==> src/rtl/ins_fetch_queue.sv <==
// Instruction fetch front end: one outstanding 4-byte fetch, results buffered {pc, ins} in an in-order FIFO.
// Latency: request strobe in the first IDLE cycle with space; entry visible at issue_* the cycle after ok.
// Backpressure: no request while full or waiting on memctrl; rdy=0 freezes all state, Clear_flag flushes.
module ins_fetch_queue #(
    parameter int          QDEPTH_LOG2 = 4,
    parameter logic [31:0] RESET_PC    = 32'h0000_0000
) (
    input  logic                   clk,
    input  logic                   rst,
    input  logic                   rdy,
    input  logic                   Clear_flag,
    input  logic [31:0]            clear_pc,
    output logic                   insqueue_to_memctrl_needchange,
    output logic [31:0]            memctrl_ins_addr_,
    output logic [3:0]             memctrl_ins_remain_cycle_,
    input  logic                   memctrl_ins_ok__,
    input  logic [31:0]            memctrl_ins_ans__,
    output logic                   issue_valid,
    output logic [31:0]            issue_ins,
    output logic [31:0]            issue_pc,
    input  logic                   issue_ready,
    output logic [QDEPTH_LOG2:0]   queue_count
);

    localparam int                  DEPTH     = 1 << QDEPTH_LOG2;
    localparam logic [QDEPTH_LOG2:0] DEPTH_CNT = (QDEPTH_LOG2 + 1)'(DEPTH);

    typedef enum logic {
        S_IDLE = 1'b0,
        S_WAIT = 1'b1
    } state_t;

    typedef struct packed {
        logic [31:0] pc;
        logic [31:0] ins;
    } entry_t;

    state_t                 state_q, state_d;
    logic [31:0]            fetch_pc_q, fetch_pc_d;
    logic [QDEPTH_LOG2-1:0] head_q, head_d;
    logic [QDEPTH_LOG2-1:0] tail_q, tail_d;
    logic [QDEPTH_LOG2:0]   count_q, count_d;
    entry_t                 mem_q [DEPTH];
    entry_t                 wr_dat_d;
    entry_t                 head_ent;

    logic active;
    logic req;
    logic push;
    logic pop;

    always_comb begin
        active = rdy && !Clear_flag;
        // The space check at request time guarantees room when the answer arrives.
        req    = rst && active && (state_q == S_IDLE) && (count_q < DEPTH_CNT);
        push   = active && (state_q == S_WAIT) && memctrl_ins_ok__;
        pop    = active && (count_q != '0) && issue_ready;

        wr_dat_d.pc  = fetch_pc_q;
        wr_dat_d.ins = memctrl_ins_ans__;

        state_d    = state_q;
        fetch_pc_d = fetch_pc_q;
        head_d     = head_q;
        tail_d     = tail_q;
        count_d    = count_q;

        if (rdy) begin
            if (Clear_flag) begin
                state_d    = S_IDLE;
                fetch_pc_d = clear_pc;
                head_d     = '0;
                tail_d     = '0;
                count_d    = '0;
            end else begin
                if (req) begin
                    state_d = S_WAIT;
                end
                if (push) begin
                    state_d    = S_IDLE;
                    fetch_pc_d = fetch_pc_q + 32'd4;
                    tail_d     = tail_q + QDEPTH_LOG2'(1);
                end
                if (pop) begin
                    head_d = head_q + QDEPTH_LOG2'(1);
                end
                case ({push, pop})
                    2'b10:   count_d = count_q + (QDEPTH_LOG2 + 1)'(1);
                    2'b01:   count_d = count_q - (QDEPTH_LOG2 + 1)'(1);
                    default: count_d = count_q;
                endcase
            end
        end
    end

    always_ff @(posedge clk or negedge rst) begin
        if (!rst) begin
            state_q    <= S_IDLE;
            fetch_pc_q <= RESET_PC;
            head_q     <= '0;
            tail_q     <= '0;
            count_q    <= '0;
        end else begin
            state_q    <= state_d;
            fetch_pc_q <= fetch_pc_d;
            head_q     <= head_d;
            tail_q     <= tail_d;
            count_q    <= count_d;
        end
    end

    // Storage needs no reset: an entry is only read once count covers it.
    always_ff @(posedge clk) begin
        if (push) begin
            mem_q[tail_q] <= wr_dat_d;
        end
    end

    always_comb begin
        head_ent                       = mem_q[head_q];
        insqueue_to_memctrl_needchange = req;
        memctrl_ins_addr_              = rst ? fetch_pc_q : 32'h0;
        memctrl_ins_remain_cycle_      = rst ? 4'd4 : 4'd0;
        issue_valid                    = rst && (count_q != '0);
        issue_ins                      = issue_valid ? head_ent.ins : 32'h0;
        issue_pc                       = issue_valid ? head_ent.pc : 32'h0;
        queue_count                    = count_q;
    end

endmodule

==> config.mk <==
export PLATFORM = sky130hd
export DESIGN_NAME = ins_fetch_queue
export DESIGN_NICKNAME = d
export VERILOG_FILES = /design/src/rtl/ins_fetch_queue.sv
export SDC_FILE = /design/constraint.sdc
export NUM_CORES = 1
export LEC_CHECK = 0
export ABC_CLOCK_PERIOD_IN_PS = 10700
export BUFFER_PORTS_ARGS = -buffer_cell sky130_fd_sc_hd__clkbuf_2
export CAP_MARGIN = 20
export CORE_AREA = 5 5 378 380
export DETAILED_ROUTE_END_ITERATION = 8
export DIE_AREA = 0 0 383 385
export RECOVER_POWER = 100
export SLEW_MARGIN = 10
export SYNTH_ARGS = -nofsm -noshare
export SYNTH_HDL_FRONTEND = slang
export SYNTH_SLANG_ARGS = --single-unit
==> constraint.sdc <==
create_clock -name clk -period 10.7 [get_ports clk]
set_clock_uncertainty 0.15 [all_clocks]
set_input_delay 3.21 -clock clk [delete_from_list [all_inputs] [get_ports clk]]
set_output_delay 3.21 -clock clk [all_outputs]
set_load 0.02 [all_outputs]
==> out/metrics.yaml <==
layout:
  fin_area_um2: 48050
  area_growth_pct: 15.75
  n_fill_cell: 12950
  final_common_cell: "edfxtp_1"
  layout_common_cells: "1024 x edfxtp_1, 256 x mux4_2, 156 x clkbuf_1"
  post-route-util: 0.3461
  drive_gt1_frac: 0.2273
  fin_nets: 2267
routing:
  vias: 21010
  vias_per_cell: 5.138
  route.detailed.drc: 0
  routed_wl_um: 108200
  dr.pass1.iters: 7
  ant_nets: 0
  post_drt_wl_per_cell_um: 26.46
  drt-initial-drc-count: 1795
power_and_ir_drop:
  power_density_nw_per_um2: 224.4
  seq_power_share: 0.459
  p_sw_mw: 2.893
  switching_share: 0.2683
  p_comb_frac: 0.175
  clkPwrFrac: 0.366
  power_mw: 10.78
  p_int_mw: 7.890
  irDropWorstVdd_uv: 171.9
  cellLeakagePower_nw: 14.60
clocking:
  cts_buffers: 109
  cts_setup_buffers: 0
  cts_sinks: 1070
  clockBufferDepth: 3
  cts_tree: "yes"
  clock-root-buffer: "clkbuf_16"
  cts_hold_buf: 0
  cts_resized: 0
  clkTransAtPathRegs_ps: 60
  h-tree-depth: 3
  clk-insertion-delay-late_ps: 710
placed_design:
  dp_hpwl_um: 60080
  gp_congestion: 0.7683
  place_area_um2: 44650
  preCtsSetupSlack_ps: 2145
  io_buffers: 173
run_status:
  violations: "capacitance limit, slew limit"
  status: "finished, violations left"
timing:
  setup_viol: 0
  grt_setup_unrepaired: "no"
  max_freq_mhz: 108.8
  worst_slack_ps: 1508
  drv_slew: 818
  timing.final.crit_period_ps: 9192
  hold_viol_final: 0
  fin_crit_sh: 0.8591
  worst_hold_slack_ps: 420.0
  slew-limit-headroom: -1.961
  worst_pin_slew_ps: 4442
setup_path:
  cp_cell_sequence: "clkbuf_2, inv_1, and3_1, nand3_1, nor2_1, clkbuf_1"
  slowest_stage: "nor2_1"
  critPathLaunchType: "input pin"
  worst_ep_arrival_time_ps: 9290
  slowest_delay_ps: 2040
  r2r_cells: 5
  path_buf_inv: 3
  setup.worst_path.end_class: "flip-flop"
  critPathMaxFanout: 46
  crit_required_ps: 10800
  critical_path_class: "in -> reg"
  crit_family: "buffers and inverters"
  cp.depth: 6
floorplan:
  top_level_ports: 177
  die_w_um: 383
  dieArea_um2: 147500
  rows: 137
  coreArea_um2: 138800
  die_h_um: 385
  initial_utilization: 0.2990
yosys:
  yosysSeqAreaShare: 0.7685
  synthesis.area_um2: 41510
  yosys.area.top_type: "edfxtp_1"
  synth_edf_count: 1024
  synth.area.top_cells: "edfxtp_1 74%, mux4_2 14%, dfrtp_1 2.8%, a22oi_1 2.4%, a21oi_1 1.1%"
  yosys_warnings: 0
  synth_cells: 1981
  syn_area_per_cell_um2: 20.96
  synth-main-ff-cell: "edfxtp_1"
  ys_types: 63
  synth_async_sr_flop_share: 0.04299
  ys_ff_latch: 1070
  synth_top_area_frac: 0.7407
worst_hold_path:
  hold_path_class: "reg -> reg"
  hold_path_depth: 1
global_route:
  grt_max_degree: 108
  grt_pass1_wl_um: 156200
  antenna_found_initial: 5
  grtUsageTotal: 0.1454
  grt.overflow.total: 0
  grt_pass1_vias: 21910
run:
  drv_cap: 24
logic make-up (layout without fill, tap and decap cells):
logic type                 Yosys count  count (layout)  share of synthesized area
and+or+nand+nor                    191             191                    0.02465
buffers and inverters              140             436                    0.01441
adders and majority gates            8               8                   0.002411
DFF                               1070            1070                     0.7685
xor gates and xnor gates             8               8                   0.001688
other                                1               7                 0.00009033
muxes                              263             263                     0.1406
AOI/OAI and AO/OA                  300             300                    0.04768
sequential cells by signal, summed over array words and instances, names as in the netlist:
signal	count
mem_q	1024
fetch_pc_q	32
queue_count	5
head_q	4
tail_q	4
state_q	1
stage by stage:
step / TNS, ps / cells
finish: 0 / 4090
floorplan: -6793 / 1983
global route: 0 / 4087
detailed placement: 0 / 3883
CTS: 0 / 4084
global placement: 0 / 3883
cell type report:
cell class                 instances  area, µm²  share of cell area
antenna                            4      10.01           0.0002083
clock buffer                     127       2816             0.05861
clock inverter                    74      915.9             0.01906
inverter                          14      52.55            0.001094
multi-input combinational        773       9040              0.1881
sequential                      1070      31910              0.6640
tap                             1807       2261             0.04705
timing repair buffer             221       1047             0.02179
power groups by stage:
stage / logic (mW) / registers [mW] / clock network [mW]
2_1_floorplan: 1.47 / 4.91 / 0
3_3_place_gp: 1.95 / 5.02 / 0
3_5_place_dp: 1.98 / 5.04 / 0
4_1_cts: 1.98 / 4.95 / 4.05
5_1_grt: 2.06 / 4.97 / 4.22
6_report: 1.89 / 4.95 / 3.94
final timing paths:
| path | end | from | slack (ps) |
|---|---|---|---|
| max | mem_q[15][16] | Clear_flag | 1510 |
| min | tail_q[0] | tail_q[0] | 420 |
| max reg2reg | mem_q[15][16] | state_q | 4690 |
| min reg2reg | tail_q[0] | tail_q[0] | 420 |
| max in group asynchronous | head_q[0] | rst | 6380 |
| min in group asynchronous | fetch_pc_q[9] | rst | 2600 |
cell usage after synthesis (4+ instances only):
cell type / n
edfxtp_1: 1024
a21oi_1: 90
inv_1: 14
nor3_1: 13
nand3_1: 17
ha_1: 8
mux4_2: 256
dfrtp_1: 46
buf_2: 37
nand2_1: 37
and3_1: 12
buf_1: 10
nand4_1: 7
nor4_1: 7
a22oi_1: 131
buf_4: 7
a211oi_1: 4
o31ai_1: 4
nor2_1: 37
clkbuf_1: 72
mux2i_1: 6
a31oi_1: 5
nor2b_1: 5
and2_1: 37
xor2_1: 5
o21ai_0: 30
o22ai_1: 6
per-layer routing:
metal | wire, µm | up-vias | track usage | share of wire
met2 | 54220 | 723 | 0.2453 | 0.50
li1 | - | 8769 | - | -
met3 | 6891 | 152 | 0.02825 | 0.064
met1 | 45160 | 11370 | 0.1958 | 0.42
met5 | 0 | - | 0 | 0
met4 | 1950 | 0 | 0.03317 | 0.018
Note: power is estimated with default switching activity, not from simulation.
